$ cat config.mk
export PLATFORM = sky130hd
export DESIGN_NAME = paint_cursor_ctrl
export DESIGN_NICKNAME = d
export VERILOG_FILES = /design/src/rtl/paint_cursor_ctrl.sv
export SDC_FILE = /design/constraint.sdc
export NUM_CORES = 1
export LEC_CHECK = 0
export BUFFER_PORTS_ARGS = -buffer_cell sky130_fd_sc_hd__buf_2
export CAP_MARGIN = 5
export CORE_ASPECT_RATIO = 1.2
export CORE_MARGIN = 2
export CORE_UTILIZATION = 51
export CTS_BUF_LIST = sky130_fd_sc_hd__clkbuf_8
export CTS_CLUSTER_SIZE = 12
export DETAILED_ROUTE_END_ITERATION = 10
export PLACE_DENSITY = 0.71
export SYNTH_ARGS = -nofsm -noshare
export SYNTH_HDL_FRONTEND = slang
export SYNTH_SLANG_ARGS = --single-unit
$ cat constraint.sdc
create_clock -name clk -period 8.7 [get_ports clk]
set_clock_uncertainty 0.15 [all_clocks]
set_input_delay 0.435 -clock clk [delete_from_list [all_inputs] [get_ports clk]]
set_output_delay 0.435 -clock clk [all_outputs]
set_load 0.02 [all_outputs]
$ cat src/rtl/paint_cursor_ctrl.sv
// Paint control unit: cursor movement on a step tick, square-brush painting
// into VRAM one pixel per clock, erase colour, and full-canvas clear sweep.
module paint_cursor_ctrl #(
    parameter int          X_W      = 8,
    parameter int          Y_W      = 8,
    parameter int          X_MAX    = 255,
    parameter int          Y_MAX    = 255,
    parameter int          X_INIT   = 128,
    parameter int          Y_INIT   = 128,
    parameter int          TICK_DIV = 2097152,
    parameter logic [11:0] BG_COLOR = 12'hFFF
) (
    input  logic               clk,
    input  logic               rst,
    input  logic [11:0]        rgb,
    input  logic [3:0]         dirc,
    input  logic               draw,
    input  logic               erase,
    input  logic [1:0]         brush,
    input  logic               clear,
    output logic [X_W-1:0]     x,
    output logic [Y_W-1:0]     y,
    output logic               we,
    output logic [X_W+Y_W-1:0] waddr,
    output logic [11:0]        wdata,
    output logic               busy
);

    localparam int               CNT_W    = $clog2(TICK_DIV);
    localparam logic [CNT_W-1:0] CNT_LAST = CNT_W'(TICK_DIV - 1);
    localparam logic [X_W-1:0]   X_LAST   = X_W'(X_MAX);
    localparam logic [Y_W-1:0]   Y_LAST   = Y_W'(Y_MAX);
    localparam logic [X_W:0]     PX_LIM   = (X_W+1)'(X_MAX);
    localparam logic [Y_W:0]     PY_LIM   = (Y_W+1)'(Y_MAX);

    typedef enum logic [1:0] {S_IDLE, S_PAINT, S_CLEAR} state_e;

    state_e               state_q, state_d;
    logic [CNT_W-1:0]     cnt_q, cnt_d;
    logic [X_W-1:0]       x_q, x_d, ox_q, ox_d, cx_q, cx_d;
    logic [Y_W-1:0]       y_q, y_d, oy_q, oy_d, cy_q, cy_d;
    logic [1:0]           dx_q, dx_d, dy_q, dy_d, smax_q, smax_d;
    logic [11:0]          color_q, color_d, wdata_q, wdata_d;
    logic [X_W+Y_W-1:0]   waddr_q, waddr_d;
    logic                 we_q, we_d, busy_q, busy_d;

    logic                 tick, paint_last, clear_last;
    logic [X_W-1:0]       nx;
    logic [Y_W-1:0]       ny;
    logic [X_W:0]         px;
    logic [Y_W:0]         py;

    assign tick       = (cnt_q == CNT_LAST);
    assign paint_last = (dx_q == smax_q) && (dy_q == smax_q);
    assign clear_last = (cx_q == X_LAST) && (cy_q == Y_LAST);

    always_ff @(posedge clk) begin
        if (rst) begin
            state_q <= S_IDLE;
            cnt_q   <= '0;
            x_q     <= X_W'(X_INIT);
            y_q     <= Y_W'(Y_INIT);
            ox_q    <= '0;
            oy_q    <= '0;
            cx_q    <= '0;
            cy_q    <= '0;
            dx_q    <= '0;
            dy_q    <= '0;
            smax_q  <= '0;
            color_q <= '0;
            we_q    <= 1'b0;
            waddr_q <= '0;
            wdata_q <= '0;
            busy_q  <= 1'b0;
        end else begin
            state_q <= state_d;
            cnt_q   <= cnt_d;
            x_q     <= x_d;
            y_q     <= y_d;
            ox_q    <= ox_d;
            oy_q    <= oy_d;
            cx_q    <= cx_d;
            cy_q    <= cy_d;
            dx_q    <= dx_d;
            dy_q    <= dy_d;
            smax_q  <= smax_d;
            color_q <= color_d;
            we_q    <= we_d;
            waddr_q <= waddr_d;
            wdata_q <= wdata_d;
            busy_q  <= busy_d;
        end
    end

    always_comb begin
        state_d = state_q;
        unique case (state_q)
            S_IDLE: begin
                if (clear)              state_d = S_CLEAR;
                else if (tick && draw)  state_d = S_PAINT;
            end
            S_PAINT: if (paint_last) state_d = S_IDLE;
            S_CLEAR: if (clear_last) state_d = S_IDLE;
            default: state_d = S_IDLE;
        endcase
    end

    always_comb begin
        cnt_d   = tick ? '0 : cnt_q + CNT_W'(1);
        x_d     = x_q;
        y_d     = y_q;
        ox_d    = ox_q;
        oy_d    = oy_q;
        cx_d    = cx_q;
        cy_d    = cy_q;
        dx_d    = dx_q;
        dy_d    = dy_q;
        smax_d  = smax_q;
        color_d = color_q;
        we_d    = 1'b0;
        waddr_d = waddr_q;
        wdata_d = wdata_q;

        nx = x_q;
        if (dirc[1] && !dirc[3] && x_q != '0)          nx = x_q - X_W'(1);
        else if (dirc[3] && !dirc[1] && x_q < X_LAST)  nx = x_q + X_W'(1);
        ny = y_q;
        if (dirc[0] && !dirc[2] && y_q != '0)          ny = y_q - Y_W'(1);
        else if (dirc[2] && !dirc[0] && y_q < Y_LAST)  ny = y_q + Y_W'(1);

        unique case (state_q)
            S_IDLE: begin
                if (clear) begin
                    cx_d = '0;
                    cy_d = '0;
                end else if (tick) begin
                    x_d = nx;
                    y_d = ny;
                    if (draw) begin
                        ox_d    = nx;
                        oy_d    = ny;
                        dx_d    = '0;
                        dy_d    = '0;
                        smax_d  = brush;
                        color_d = erase ? BG_COLOR : rgb;
                    end
                end
            end
            S_PAINT: begin
                if (!paint_last) begin
                    if (dx_q == smax_q) begin
                        dx_d = '0;
                        dy_d = dy_q + 2'd1;
                    end else begin
                        dx_d = dx_q + 2'd1;
                    end
                end
            end
            S_CLEAR: begin
                if (!clear_last) begin
                    if (cy_q == Y_LAST) begin
                        cy_d = '0;
                        cx_d = cx_q + X_W'(1);
                    end else begin
                        cy_d = cy_q + Y_W'(1);
                    end
                end
            end
            default: ;
        endcase

        // Write port is registered one slot ahead: it is driven from the
        // slot the state machine moves into, so the first write lands in
        // the cycle right after the tick (or clear request).
        px = {1'b0, ox_d} + (X_W+1)'(dx_d);
        py = {1'b0, oy_d} + (Y_W+1)'(dy_d);
        if (state_d == S_PAINT) begin
            if (px <= PX_LIM && py <= PY_LIM) begin
                we_d    = 1'b1;
                waddr_d = {px[X_W-1:0], py[Y_W-1:0]};
                wdata_d = color_d;
            end
        end else if (state_d == S_CLEAR) begin
            we_d    = 1'b1;
            waddr_d = {cx_d, cy_d};
            wdata_d = BG_COLOR;
        end
        busy_d = (state_d != S_IDLE);
    end

    assign x     = x_q;
    assign y     = y_q;
    assign we    = we_q;
    assign waddr = waddr_q;
    assign wdata = wdata_q;
    assign busy  = busy_q;

endmodule

Word-level counts from Yosys, hierarchy flattened

Index checks and enable logic that the tools add are counted.

Flip-flop bits (word level): 119
Word-level logic and storage cells: 118
Bits of input ports: 23
Output and inout port bits: 46

Order comparisons: 4
$add $sub $neg: 11
Bitwise logic cells: 1
Multiplexer cells: 51
Reduce and logical (&&, ||, !) cells: 25
Equality and inequality tests: 10

Operators with widths:

| cell                                                | count |
|---|---|
| 2-to-1 mux 8 bit                                    | 18 |
| 2-to-1 mux 12 bit                                   | 8 |
| 2-to-1 mux 16 bit                                   | 3 |
| adder 8 x 1 -> 8 bit, second input constant         | 4 |
| case mux 8 bit (2 select lines)                     | 2 |
| 2-to-1 mux 2 bit                                    | 14 |
| adder 21 x 1 -> 21 bit, second input constant       | 1 |
| equality test 21 bit, second input constant         | 1 |
| adder 8 x 2 -> 9 bit                                | 2 |
| <= comparator 9 x 8 -> 1 bit, second input constant | 2 |
| equality test 8 bit, second input constant          | 2 |
| < comparator 8 bit, second input constant           | 2 |
| nonzero test 8 bit                                  | 2 |
| subtractor 8 x 1 -> 8 bit, second input constant    | 2 |
| logical AND 1 bit                                   | 12 |
| case mux 2 bit (2 select lines)                     | 2 |
| case mux 2 bit (3 select lines)                     | 1 |
| adder 2 x 1 -> 2 bit, second input constant         | 2 |
| equality test 2 x 1 -> 1 bit, second input constant | 2 |
| equality test 2 bit                                 | 2 |
| equality test 2 bit, second input constant          | 2 |
| logical NOT 1 bit                                   | 4 |
| AND reduction 4 bit                                 | 1 |
| nonzero test 2 bit                                  | 2 |
| 7 further kinds                                     | 9 |

Longest topological paths before layout

Depth after elaboration: 14
Depth in mapped cells: 19
Gate-level depth less buffers: 18

Least setup slack after synthesis

OpenSTA, ideal clock, no wires.

Path kind: flip-flop to flip-flop
From: reg cnt_q[0]
To: reg wdata_q[4] (netlist: wdata[4])
Clock period less this slack: 4315 ps
Required time: 8404 ps
Stages on the path, launching flop included: 18
Path buffers: 2
Library setup time: 146 ps
Slack: 4385 ps
Data arrival time: 4019 ps
Cells stage by stage: dfxtp_1 ha_1 nand3_1 nor3_1 nand2_1 clkbuf_1 o21ai_0 ha_1 inv_1 fa_1 nor3_1 a41oi_1 or3b_2 nor4_2 a211oi_4 buf_4 nor2_1 a211oi_2

Longest elaborated chain between the ends: 9
Elaborated cells between the ends (all ways): 32
Classes of those cells: 2 x add/sub; 2 x order compare; 4 x eq/ne; 20 x mux; 4 x reduce/logical

Ends and longest elaborated chain:

| element                                         | RTL line | RTL |
|---|---|---|
| start, declared                                 | 39       | `logic [CNT_W-1:0] cnt_q, cnt_d;` |
| start signal, assigned                          | 77       | `cnt_q <= cnt_d;` |
| equality test 21 bit                            | 53       | `assign tick = (cnt_q == CNT_LAST);` |
| 2-to-1 mux 8 bit                                | 136      | `end else if (tick) begin` |
| 2-to-1 mux 8 bit                                | 133      | `if (clear) begin` |
| 2-to-1 mux 8 bit                                | 131      | `unique case (state_q)` |
| via ox_d[0]                                     | 40       | `logic [X_W-1:0] x_q, x_d, ox_q, ox_d, cx_q, cx_d;` |
| adder 8 x 2 -> 9 bit                            | 175      | `px = {1'b0, ox_d} + (X_W+1)'(dx_d);` |
| <= comparator 9 x 8 -> 1 bit                    | 178      | `if (px <= PX_LIM && py <= PY_LIM) begin` |
| logical AND 1 bit                               | 178      |  |
| inequality test 2 x 1 -> 1 bit (no source line) | --       |  |
| AND reduction 2 bit (no source line)            | --       |  |
| end signal, assigned                            | 90       | `wdata_q <= wdata_d;` |
| end, declared                                   | 43       | `logic [11:0] color_q, color_d, wdata_q, wdata_d;` |

The timed path passes the listed nets, and every way through them passes these cells. The select of a mux whose other input is x is not followed.
A chain may end at the register's enable or synchronous reset.

Worst setup path in the final report

From: reg cnt_q[0]
To: reg wdata_q[0] (netlist: wdata[0])

The elaborated chain is that of the path after synthesis.

==> out/metrics.yaml <==
dominant_register_cell_in_the_synthesized_netlist: "dfxtp_1"
synth_edf_count: 0
antenna-diode-count: 0
clkSlewWorstSetupHoldPaths_ns: 0.07
detail_placement_hpwl_um: 11610
floorplan.die_area_sq_mm: 0.01391
synth_area_leader_cell: "dfxtp_1"
max-cap-violations: 0
syn_inst: 814
grt_pass1_vias: 5731
unrepaired_setup_endpoints_after_global_routing: "no"
groute.usage.overall_pct: 23.98
power_per_unit_of_standard_cell_area_mw_per_mm2: 157.7
drtAntennaViolNets: 0
period_utilization_post_route_pct: 62.68
dr_total_vias: 5980
global_route_wire_length_before_repair_um: 26830
port-buffer-count: 68
post-cts-setup-buffer-count: 0
worst_slew_pin_slew_ns: 0.8865
seq_area_frac_synth_pct: 36.00
initial_utilization_pct: 52.24
grt.overflow.total: 0
setup_tns_final_ns: 0
cts.sink_count: 119
pin_count_of_the_biggest_net_entering_global_routing: 58
design.final.nets: 894
detail_route.vias_per_cell: 5.783
area_growth_syn_to_layout_pct: 11.51
boundaryPins: 69
setup_viol_count_final: 0
crit_chain: "ha_1 -> nand3_1 -> nor3_1 -> nand2_1 -> o21ai_0 -> ha_1 -> inv_1 -> fa_1 -> nor3_1 -> a41oi_1 -> or3b_2 -> nor4_2 -> a211oi_4 -> buf_4 -> nor2_1 -> a211oi_2"
synth_area_sq_mm: 0.006618
postLayoutSetupSlackWorst_ns: 3.247
timing.critical_path.arrival_ns: 5.59
post_synth_most_frequent_cells: "nor2_1 (163), dfxtp_1 (119), nand2_1 (45)"
die_w_um: 108.0
async_flop_share_pct: 0
fmax_mhz: 183.4
timing.setup.critical_path_class: "register to register"
synthMostInstantiatedCell: "nor2_1"
slew_headroom_pct: 40.76
synth_seq_cells: 119
finalMaxSlewViolations: 0
detailedPlace.worstSlack_ns: 3.274
outcome: "completed"
crit_required_ns: 8.84
htree_num_levels: 4
power_leakage_nw: 2.901
classification_of_the_worst_slack_hold_path: "input pin to register"
post_synth_main_area_contributors: "dfxtp_1 (36%), nor2_1 (9.2%), xnor2_1 (4.1%)"
drt_drc_violations_left: 0
netlist.area_leader.share_pct: 36.00
area_of_the_placeable_core_sq_mm: 0.01267
timing.final.hold_violations: 0
tritoncts.num_buffers: 17
crit_fanout: 50
setup_crit_start_kind: "register"
gp_congestion: 0.9080
worst_skew_pair.late_latency_ns: 0.43
cts-root-to-sink-buffers: 2
clock_tree_from_tritoncts: "built"
rows: 45
die_h_um: 128.8
final.min_clock_period_ns: 5.453
detail_route.wl_per_cell_um: 15.60
synthDistinctLibCells: 73
total_power_mw: 1.164
critPathMaxStageDelay_ns: 0.70
irDropWorstVdd_uv: 97.28
layout-drive-gt1-share_pct: 16.55
n_fill_cell: 1164
synth_nets: 851
slowest_stage_cell_cp: "nand2_1"
cp-end-kind: "register"
post_synth.cell_area_avg_sq_um: 8.130
synth.yosys.warnings: 0
wirelength_um: 16130
utilization_pct: 58.25
initialDrtViolationCount: 431
dr.pass1.iters: 6
cts-hold-fix-buffers: 0
initial_antenna_violation_count: 0
post_cts_resized: 0
cts_root_buffer: "clkbuf_8"
-- final cells by class --
cell class,instances,area (sq um),share of cell area (%)
Clock buffer,19,261.5,3.544
Clock inverter,13,155.1,2.102
Inverter,18,67.56,0.9156
Multi-Input combinational cell,629,3935,53.32
Sequential cell,119,2382,32.28
Tap cell,164,205.2,2.781
Timing Repair Buffer,72,372.9,5.053
-- cells in the final DEF, fill, tap and decap left out, types with 6 or more instances in the layout --
cell	netlist	layout
nor2_1	163	163
nor3b_1	6	6
a21o_1	7	7
mux2i_1	19	19
and3_1	17	17
xor2_1	18	18
buf_2	6	67
a21oi_1	42	42
xnor2_1	31	31
dfxtp_1	119	119
nor3_1	30	30
and4_1	8	8
nand2b_1	9	9
nand3_1	29	29
and2_1	7	7
clkbuf_8	0	19
a31oi_1	6	6
ha_1	13	13
nand2_1	45	45
nand4_1	13	13
or3_1	10	10
nor2b_1	24	24
inv_1	18	19
o21ai_0	35	35
a211oi_2	19	19
-- power breakdown --
| part | switching [mW] | leakage [nW] | internal, mW |
|---|---|---|---|
| registers | 0.00583 | 0.966 | 0.554 |
| logic | 0.0531 | 1.72 | 0.0278 |
| clock network | 0.227 | 0.213 | 0.296 |
-- worst paths after layout --
kind | from | end | slack (ns) | cells past startpoint
max | cnt_q[0] | wdata[0] | 3.25 | 16
min | brush[0] | smax_q[0] | 0.1 | 3
min reg2reg | cnt_q[0] | cnt_q[0] | 0.32 | 1
max reg2reg | cnt_q[0] | wdata[0] | 3.25 | 16
-- registers in the layout, summed over array words and instances, names as in the netlist, 8 cells and up --
register  cells
wdata        12
x             8
cy_q          8
cx_q          8
cnt_q        21
waddr        16
color_q      12
y             8
oy_q          8
ox_q          8
-- metrics by stage --
stage,hold WS [ns],std cells,cell area [sq um]
floorplan,0.2675,814,6618
global placement,0.2812,1002,6963
detailed placement,0.3117,1002,6963
CTS,0.08308,1034,7380
global route,0.08608,1034,7380
finish,0.09643,1034,7380
-- kinds of logic (layout without fill, tap and decap cells) --
logic type      after synthesis  after routing  share of synthesized area [%]
compound gates              157            157                          17.55
buf+inv                      66            122                          4.538
xor+xnor                     49             49                          6.485
mux                          23             23                          3.725
fa+ha+maj                    15             15                          2.912
flops                       119            119                          36.00
simple gates                385            385                          28.80
-- routing by layer --
layer	vias to the layer above	routed length (um)	global-route usage, %
li1	2943	-	-
met1	2836	6848	29.46
met2	169	8128	41.21
met3	32	788	5.268
met4	0	367	8.597
met5	-	0	0
-- worst max-delay path: cells and delay by family, from the launching register on --
| family | cells | cell delay, ns |
|---|---|---|
| AND/OR/NAND/NOR | 7 | 2.77 |
| buffers and inverters | 2 | 0.40 |
| AO/OA/AOI/OAI | 4 | 0.78 |
| adder cells (fa/ha/maj) | 3 | 0.82 |
| flip-flops | 1 | 0.36 |
(Power assumes the default switching activity.)
